<file path="config.mk">
export PLATFORM = sky130hd
export DESIGN_NAME = fetch_cycle
export DESIGN_NICKNAME = d
export VERILOG_FILES = /design/src/rtl/fetch_cycle.sv
export SDC_FILE = /design/constraint.sdc
export NUM_CORES = 1
export LEC_CHECK = 0
export ABC_AREA = 0
export BUFFER_PORTS_ARGS = -buffer_cell sky130_fd_sc_hd__buf_2
export CORE_ASPECT_RATIO = 0.6
export CORE_MARGIN = 5
export CORE_UTILIZATION = 40
export CTS_BUF_LIST = sky130_fd_sc_hd__clkbuf_16
export DETAILED_ROUTE_END_ITERATION = 8
export REMOVE_ABC_BUFFERS = 1
export SLEW_MARGIN = 5
export SYNTH_ARGS = -nofsm -noshare
export SYNTH_HDL_FRONTEND = slang
export SYNTH_SLANG_ARGS = --single-unit
</file>
<file path="constraint.sdc">
create_clock -name clk -period 7.3 [get_ports clk]
set_clock_uncertainty 0.2 [all_clocks]
set_input_delay 0.73 -clock clk [delete_from_list [all_inputs] [get_ports clk]]
set_output_delay 0.73 -clock clk [all_outputs]
set_load 0.01 [all_outputs]
</file>
<file path="src/rtl/fetch_cycle.sv">
// rtl/fetch_cycle.sv - RV32I instruction-fetch stage: PC, imem request FSM, IF/ID register
module fetch_cycle #(
  parameter logic [31:0] RESET_PC  = 32'h0000_0000,
  parameter logic [31:0] NOP_INSTR = 32'h0000_0013
) (
  input  logic        clk,
  input  logic        rst,
  input  logic        PCSrcE,
  input  logic [31:0] PCTargetE,
  input  logic        StallD,
  input  logic        FlushD,
  output logic        IMemReq,
  output logic [31:0] IMemAddr,
  input  logic        IMemReady,
  input  logic [31:0] IMemRData,
  output logic [31:0] InstrD,
  output logic [31:0] PCD,
  output logic [31:0] PCPlus4D,
  output logic        ValidD
);

  typedef enum logic [1:0] {FETCH, HELD, DISCARD} state_t;

  state_t      state, state_nxt;
  logic [31:0] pcf, pcf_nxt;
  logic [31:0] buf_q, buf_nxt;
  logic [31:0] old_addr, old_addr_nxt;
  logic [31:0] instr_nxt, pcd_nxt, pcplus4_nxt;
  logic        valid_nxt;
  logic [31:0] pc_plus4, target_al, load_word;
  logic        hold, load;
  logic        unused_target_lsbs;

  assign unused_target_lsbs = ^PCTargetE[1:0];
  assign pc_plus4  = pcf + 32'd4;
  assign target_al = {PCTargetE[31:2], 2'b00};
  // A flush empties IF/ID anyway, so a stall alongside it must not park a word in the buffer
  assign hold      = StallD & ~FlushD;

  // Request depends only on registered state; DISCARD keeps presenting the abandoned address
  assign IMemReq  = rst & (state != HELD);
  assign IMemAddr = (state == DISCARD) ? old_addr : pcf;

  always_comb begin
    state_nxt    = state;
    pcf_nxt      = pcf;
    buf_nxt      = buf_q;
    old_addr_nxt = old_addr;
    load         = 1'b0;
    load_word    = IMemRData;
    instr_nxt    = InstrD;
    pcd_nxt      = PCD;
    pcplus4_nxt  = PCPlus4D;
    valid_nxt    = ValidD;

    case (state)
      FETCH: begin
        if (PCSrcE) begin
          pcf_nxt = target_al;
          if (!IMemReady) begin
            state_nxt    = DISCARD;
            old_addr_nxt = pcf;
          end
        end else if (IMemReady) begin
          if (hold) begin
            buf_nxt   = IMemRData;
            state_nxt = HELD;
          end else begin
            load    = 1'b1;
            pcf_nxt = pc_plus4;
          end
        end
      end
      HELD: begin
        if (PCSrcE) begin
          pcf_nxt   = target_al;
          state_nxt = FETCH;
        end else if (!hold) begin
          load      = 1'b1;
          load_word = buf_q;
          pcf_nxt   = pc_plus4;
          state_nxt = FETCH;
        end
      end
      DISCARD: begin
        if (PCSrcE) pcf_nxt = target_al;
        if (IMemReady) state_nxt = FETCH;
      end
      default: state_nxt = FETCH;
    endcase

    if (PCSrcE || FlushD) begin
      instr_nxt   = NOP_INSTR;
      pcd_nxt     = 32'h0;
      pcplus4_nxt = 32'h0;
      valid_nxt   = 1'b0;
    end else if (load) begin
      instr_nxt   = load_word;
      pcd_nxt     = pcf;
      pcplus4_nxt = pc_plus4;
      valid_nxt   = 1'b1;
    end
  end

  always_ff @(posedge clk) begin
    if (!rst) begin
      state    <= FETCH;
      pcf      <= RESET_PC;
      buf_q    <= 32'h0;
      old_addr <= 32'h0;
      InstrD   <= NOP_INSTR;
      PCD      <= 32'h0;
      PCPlus4D <= 32'h0;
      ValidD   <= 1'b0;
    end else begin
      state    <= state_nxt;
      pcf      <= pcf_nxt;
      buf_q    <= buf_nxt;
      old_addr <= old_addr_nxt;
      InstrD   <= instr_nxt;
      PCD      <= pcd_nxt;
      PCPlus4D <= pcplus4_nxt;
      ValidD   <= valid_nxt;
    end
  end

endmodule
</file>
==> impl_metrics.py, run 1 <==
metrics = {
    "floorplan": {
        "std_cell_rows": 41,
        "die-area_mm2": 0.0241,
        "pin_count": 200,
        "die_w_um": 197,
        "initial_core_util_pct": 40.3,
        "die_y_um": 122,
        "core_mm2": 0.0208,
    },
    "critical_path": {
        "cp-end-kind": "flop",
        "cp.required_ps": 7430,
        "worstSetupStartpointType": "input port",
        "worst-r2r-setup-slack_ps": 4240,
        "arrival_ps": 3260,
        "crit_buf_inv": 2,
        "critPathMaxFanout": 85,
        "r2r-start": "state[0]",
        "cpPeakStageDelay_ps": 780,
        "path_class": "input port to flop",
        "path_cells": "buf_2 > nor2_1 > and3_4 > buf_4 > nor2_1 > a211oi_1",
        "crit_family": "simple AND/OR/NAND/NOR gates",
        "r2r_cells": 5,
        "cp_slowest_cell": "buf_4",
        "cp_common_cell": "nor2_1",
        "reg2reg_to": "InstrD[14]",
    },
    "routing": {
        "drc": 0,
        "drt-total-wl_mm": 25.4,
        "firstDrtPassIters": 5,
        "drt_iter0_drc": 455,
        "wl_met2_mm": 10.3,
        "top_layer": "met5",
        "vias": 7554,
        "detail-route-antenna-nets": 0,
        "vias_per_cell": 5.26,
        "wl_met3_mm": 2.19,
        "drt-met1-wl_mm": 12.7,
        "wl_per_cell_um": 17.7,
    },
    "logic_synthesis": {
        "synth_area_per_cell_um2": 8.21,
        "synth_seq_cells": 187,
        "yosysTopAreaCellShare_pct": 44.6,
        "ys_seq_area_share_pct": 44.6,
        "yosysUniqueCellTypes": 62,
        "yosys.area.top_type": "dfxtp_1",
        "synthArstFlopShare_pct": 0,
        "synthCells": 1023,
        "synth_edf_count": 0,
        "ys_top_cells_by_area": "dfxtp_1 45%, nand2_1 10%, a21oi_1 7.6%, mux2i_1 4.4%, mux2_2 3.6%",
        "ys.flop_type": "dfxtp_1",
        "yosys_warnings": 0,
        "synth_area_mm2": 0.00840,
    },
    "final_layout": {
        "n_antenna_cell": 0,
        "num-fill-cells": 2077,
        "area_growth_pct": 17.8,
        "finalNetCount": 1218,
        "seqCellArea_mm2": 0.00374,
        "fin_cells": 1437,
        "final_core_util_pct": 47.5,
        "multi_input_area_mm2": 0.00419,
        "drive_above_1_share_pct": 23.7,
    },
    "sta": {
        "setup_tns_ps": 0,
        "fmax_mhz": 319,
        "rsz0062_at_grt": "no",
        "maxSlewHeadroom_pct": 21.6,
        "setup_ws_ps": 4170,
        "finalSetupViolations": 0,
        "finalHoldViolations": 0,
        "max_slew.worst_pin.slew_ps": 1170,
        "drv_slew": 0,
        "fin_crit_sh_pct": 42.9,
        "period_minus_slack_ps": 3130,
    },
    "clock_network": {
        "cts.clk_slew.worst_paths_ps": 60,
        "clock_path_buffers": 2,
        "clock-sinks": 187,
        "insertion_delay_ps": 430,
        "postCtsSetupBuffers": 0,
        "htreeDepth": 4,
        "cts_hold_buf": 0,
        "cts_buffers": 17,
        "tritoncts": "yes",
        "clockRootBuffer": "clkbuf_16",
        "cts_resized": 0,
    },
    "placement": {
        "gp_congestion": 0.862,
        "pre_cts_ws_ps": 3760,
        "hpwl_mm": 17.1,
        "io_buffer_count": 191,
        "dp_cells": 1407,
    },
    "worst_hold_path": {
        "holdCritStartpoint": "PCD[8]",
        "whs_path_depth": 2,
        "min_path_type": "flop to flop",
        "hold_path_end": "PCD[8]",
    },
    "global_routing": {
        "grt_pass1_wl_mm": 39.3,
        "grt_pass1_vias": 6951,
        "grtUsageTotal_pct": 20.7,
        "grt_max_degree": 86,
        "grt_overflow": 0,
        "antenna_found_initial": 4,
    },
    "power": {
        "power.density_mw_per_mm2": 222,
        "ir_drop_mv": 0.180,
        "p_leak_nw": 4.09,
        "p_total_mw": 2.20,
    },
    "run_status": {
        "status": "complete, no violations",
    },
    "flow_run": {
        "drv_cap": 0,
    },
}
-- cells in the final DEF (no fill, tap or decap), types with 3 or more instances in the layout --
cell type	instances
o311ai_0	3
buf_2	191
a211o_1	3
o211ai_1	8
buf_4	13
a32oi_1	7
conb_1	6
or2_2	3
nor3_1	10
clkbuf_16	17
mux2i_1	37
o22ai_1	3
nor2_1	61
xor2_1	19
mux2_2	27
nand4_1	13
nand3_2	3
nand3_1	21
inv_1	5
a21oi_1	128
a22oi_1	5
clkinv_1	6
nand2b_1	6
o21ai_0	37
and3_1	3
dfxtp_1	187
and2_1	3
o31ai_1	4
xnor2_1	7
a211oi_1	36
a21o_1	4
nand2_1	230
a31oi_1	4
nand4b_1	3
-- through the flow --
| step | hold slack, ps | instance area, µm² |
|---|---|---|
| 2_1_floorplan | 233 | 7920 |
| 3_3_place_gp | 240 | 9350 |
| 3_5_place_dp | 243 | 9350 |
| 4_1_cts | 252 | 9890 |
| 5_1_grt | 269 | 9890 |
| 6_report | 250 | 9890 |
-- state kept, by name (all words and copies together), names as in the netlist --
name and cells:
PCPlus4D 30, buf_q 32, state 2, ValidD 1, pcf 30, PCD 30, InstrD 32, old_addr 30
-- where the power goes --
| group | total [mW] | internal [mW] | switching, mW |
|---|---|---|---|
| Sequential | 1.09 | 1.05 | 0.0439 |
| Combinational | 0.224 | 0.0836 | 0.140 |
| Clock | 0.882 | 0.491 | 0.391 |
-- worst reg2reg max path, cell delays in order (launching register included) --
cell      delay (ps)
dfxtp_1          520
or2_0            350
and3_4           680
buf_4            790
nor2_1           170
a211oi_1         250
-- how the worst max path moves through the flow --
| stage | cells after the start | to | startpoint | slack [ps] |
|---|---|---|---|---|
| 4_1_cts | 4 | IMemAddr[4] | state[1] | 4200 |
| 2_1_floorplan | 5 | pcf[23] | PCSrcE | 2420 |
| 3_3_place_gp | 6 | PCPlus4D[4] | PCSrcE | 3800 |
| 5_1_grt | 6 | InstrD[11] | PCSrcE | 3940 |
| 6_report | 6 | InstrD[14] | PCSrcE | 4170 |
| 3_5_place_dp | 6 | InstrD[14] | PCSrcE | 3760 |
-- metal layers --
metal  track usage (%)  up-vias
li1                  -     3781
met1              31.5     3500
met2              28.8      243
met3              6.47       22
met4              4.07        8
met5                 0        -
-- layout make-up --
| class | count | area share (%) |
|---|---|---|
| Clock buffer | 17 | 4.30 |
| Inverter | 5 | 0.190 |
| Sequential cell | 187 | 37.9 |
| Tap cell | 279 | 3.53 |
| Multi-Input combinational cell | 732 | 42.3 |
| Timing Repair Buffer | 204 | 10.7 |
| Clock inverter | 13 | 1.13 |
-- synthesized netlist by cell type, types with 4 or more instances --
library cell / count
a211oi_1: 36
a21o_1: 4
a21oi_1: 128
a22oi_1: 5
a31oi_1: 4
a32oi_1: 7
and3_1: 4
buf_1: 5
buf_2: 27
buf_4: 17
clkbuf_1: 51
dfxtp_1: 187
inv_1: 4
mux2_2: 27
mux2i_1: 37
nand2_1: 230
nand2b_1: 6
nand3_1: 23
nand4_1: 13
nor2_1: 61
nor3_1: 12
o211ai_1: 8
o21ai_0: 37
o31ai_1: 4
xnor2_1: 7
xor2_1: 19
-- logic make-up (layout without fill, tap and decap cells) --
kind of cell,count (synthesis),after routing,share of synthesized area [%]
flops,187,187,44.6
compound gates,253,253,18.0
fa+ha+maj,1,1,0.149
mux,64,64,8.03
xor+xnor,26,26,2.71
other cells,1,6,0.0447
buf+inv,109,239,6.17
simple gates,382,382,20.4
(Power assumes the default switching activity.)
==> run 2, diff against run 1 <==
--- a/config.mk
+++ b/config.mk
@@ -5,7 +5,7 @@
 export SDC_FILE = /design/constraint.sdc
 export NUM_CORES = 1
 export LEC_CHECK = 0
-export ABC_AREA = 0
+export ABC_AREA = 1
 export BUFFER_PORTS_ARGS = -buffer_cell sky130_fd_sc_hd__buf_2
 export CORE_ASPECT_RATIO = 0.6
 export CORE_MARGIN = 5
==> constraint.sdc (replaced) <==
create_clock -name clk -period 2.7 [get_ports clk]
set_clock_uncertainty 0.2 [all_clocks]
set_input_delay 0.27 -clock clk [delete_from_list [all_inputs] [get_ports clk]]
set_output_delay 0.27 -clock clk [all_outputs]
set_load 0.01 [all_outputs]
==> run 2 against run 1 <==
Clock power grew to 2.8 times the previous value. Flip-flop and latch count stayed put. Synthesized area is 1.5% higher. Non-clock buffer count is 68 higher. Routed wire length is 7.4% higher. Largest cell class unchanged. Die area is 1.4% higher. Sequential share of layout area is 3.2 points lower. Register-to-register slack worse by 3700 ps. Global-route usage is 1.5 points higher. Cell count is 19% higher. Largest power group unchanged. Highest routed layer is now met4. Clock-buffer cell count stayed put.
==> impl_metrics.py, run 2 <==
metrics = {
    "flow_run": {
        "drv_cap": 0,
    },
    "power": {
        "p_sw_share_pct": 28.5,
        "p_leak_nw": 4.72,
        "ir_drop_mv": 0.438,
        "power.density_mw_per_mm2": 595,
        "internal-power_mw": 4.60,
        "seqPwrFrac_pct": 46.7,
        "p_sw_mw": 1.83,
        "power_frac_comb_pct": 14.5,
        "p_clk_share_pct": 38.8,
    },
    "clock_network": {
        "clock_path_buffers": 2,
        "clockRootBuffer": "clkbuf_16",
        "postCtsSetupBuffers": 0,
        "cts.clk_slew.worst_paths_ps": 70,
        "clock-sinks": 187,
        "insertion_delay_ps": 430,
        "htreeDepth": 4,
        "tritoncts": "yes",
        "cts_buffers": 17,
        "cts_hold_buf": 61,
        "cts_resized": 0,
    },
    "critical_path": {
        "worst-r2r-setup-slack_ps": 530,
        "arrival_ps": 1810,
        "r2r_cells": 10,
        "worstSetupStartpointType": "flop",
        "reg2reg_to": "PCPlus4D[14]",
        "cp.required_ps": 2230,
        "r2r-start": "pcf[2]",
        "cpPeakStageDelay_ps": 390,
        "cp_slowest_cell": "dfxtp_1",
        "path_class": "flop to primary output",
        "cp-end-kind": "primary output",
        "critPathMaxFanout": 36,
        "path_cells": "inv_1 > nor2_4 > buf_4 > nand2_1 > o21ai_0 > buf_2",
    },
    "routing": {
        "vias": 8597,
        "drc": 0,
        "detail-route-antenna-nets": 0,
        "drt-total-wl_mm": 27.3,
        "wl_per_cell_um": 15.9,
        "drt_iter0_drc": 605,
        "vias_per_cell": 5.01,
        "firstDrtPassIters": 6,
    },
    "run_status": {
        "status": "complete, no violations",
    },
    "global_routing": {
        "grtUsageTotal_pct": 22.3,
        "antenna_found_initial": 0,
        "grt_max_degree": 87,
        "grt_overflow": 0,
        "grt_pass1_wl_mm": 43.1,
        "grt_pass1_vias": 7966,
    },
    "final_layout": {
        "area_growth_pct": 26.8,
        "drive_above_1_share_pct": 18.2,
        "seqCellArea_mm2": 0.00374,
        "multi_input_area_mm2": 0.00402,
        "n_antenna_cell": 0,
        "layout_commonest_cell": "nand2_1",
        "reg_top3": "InstrD (32), buf_q (32)",
        "final_core_util_pct": 51.5,
        "num-fill-cells": 2118,
        "final_cell_mix": "250 x nand2_1, 211 x a21oi_1, 208 x o21ai_0, 191 x buf_2, 187 x dfxtp_1",
        "finalNetCount": 1495,
    },
    "sta": {
        "drv_slew": 0,
        "setup_ws_ps": 421,
        "finalHoldViolations": 0,
        "rsz0062_at_grt": "no",
        "setup_tns_ps": 0,
        "fmax_mhz": 439,
        "maxSlewHeadroom_pct": 39.0,
        "fin_crit_sh_pct": 84.4,
        "max_slew.worst_pin.slew_ps": 915,
        "period_minus_slack_ps": 2280,
        "finalSetupViolations": 0,
    },
    "logic_synthesis": {
        "netlist_top_cells_count": "250 x nand2_1, 211 x a21oi_1, 208 x o21ai_0, 187 x dfxtp_1, 92 x inv_1",
        "yosys.area.top_type": "dfxtp_1",
        "ys.flop_type": "dfxtp_1",
        "yosysUniqueCellTypes": 32,
        "synth_edf_count": 0,
        "synthArstFlopShare_pct": 0,
        "synth_seq_cells": 187,
        "ys_top_cells_by_area": "dfxtp_1 44%, a21oi_1 12%, o21ai_0 12%, nand2_1 11%, inv_1 4.1%",
        "synth_area_mm2": 0.00852,
        "yosysTopAreaCellShare_pct": 43.9,
        "synthCells": 1213,
        "synth_area_per_cell_um2": 7.02,
        "ys_seq_area_share_pct": 43.9,
        "synthMostInstantiatedCell": "nand2_1",
        "yosys_warnings": 0,
    },
    "worst_hold_path": {
        "hold_path_end": "state[0]",
        "whs_path_depth": 3,
        "min_path_type": "input port to flop",
        "holdCritStartpoint": "rst",
    },
    "floorplan": {
        "die_w_um": 198,
        "initial_core_util_pct": 40.6,
        "core_mm2": 0.0210,
        "die-area_mm2": 0.0244,
        "pin_count": 200,
        "die_y_um": 123,
        "std_cell_rows": 41,
    },
    "placement": {
        "gp_congestion": 0.893,
        "io_buffer_count": 191,
        "pre_cts_ws_ps": 586,
        "hpwl_mm": 18.3,
    },
}
## run 2: cells by family (layout without fill, tap and decap cells)
logic type | after synthesis | after routing | synth area share, %
AO/OA/AOI/OAI | 465 | 465 | 28.1
XOR/XNOR | 12 | 12 | 1.23
adder cells (fa/ha/maj) | 1 | 1 | 0.147
buffers and inverters | 184 | 403 | 9.24
flip-flops | 187 | 187 | 43.9
multiplexers | 3 | 3 | 0.352
other | 1 | 6 | 0.0440
AND/OR/NAND/NOR | 360 | 360 | 16.9
## run 2: layer usage
layer / vias up / track usage, % / part of all wire (%)
met5: - / 0 / 0
met4: 0 / 3.97 / 0.72
met3: 13 / 5.15 / 7.3
met2: 248 / 32.4 / 41
met1: 3924 / 34.0 / 51
li1: 4412 / - / -
## run 2: power groups by stage
stage               registers (mW)  clock network (mW)  logic (mW)
finish                        3.00                2.50       0.933
global route                  3.02                2.68        1.05
CTS                           3.00                2.57       0.935
detailed placement            3.06                   0       0.863
global placement              3.06                   0       0.854
floorplan                     3.04                   0       0.491
## run 2: worst max path at each step
stage	start	cells past startpoint	end
after floorplan	state[0]	7	PCPlus4D[11]
after global placement	pcf[2]	10	PCPlus4D[14]
after detailed placement	pcf[2]	10	PCPlus4D[14]
after CTS	state[1]	6	IMemAddr[22]
after global routing	state[1]	6	IMemAddr[30]
final	state[1]	6	IMemAddr[25]
## run 2: area by class of cell
cell class	instances	share of cell area (%)
multi-input cells	847	37.2
inverters	99	3.45
repair buffers	272	16.1
flip-flops and latches	187	34.7
clock buffers	17	3.94
clock inverters	15	1.38
well taps	279	3.23
## run 2: through the flow
step / instances / area [µm²] / hold WS [ps] / power [mW]
2_1_floorplan: 1133 / 8120 / 206 / 3.53
3_3_place_gp: 1623 / 9620 / 235 / 3.91
3_5_place_dp: 1623 / 9620 / 241 / 3.92
4_1_cts: 1716 / 10800 / 1.33 / 6.50
5_1_grt: 1716 / 10800 / 9.12 / 6.74
6_report: 1716 / 10800 / 24.2 / 6.43
## run 2: critical path: cells and delay by family (launching register included)
| family | cells | cell delay (ps) |
|---|---|---|
| AO/OA/AOI/OAI | 1 | 100 |
| buffers and inverters | 3 | 640 |
| flip-flops | 1 | 390 |
| AND/OR/NAND/NOR | 2 | 240 |
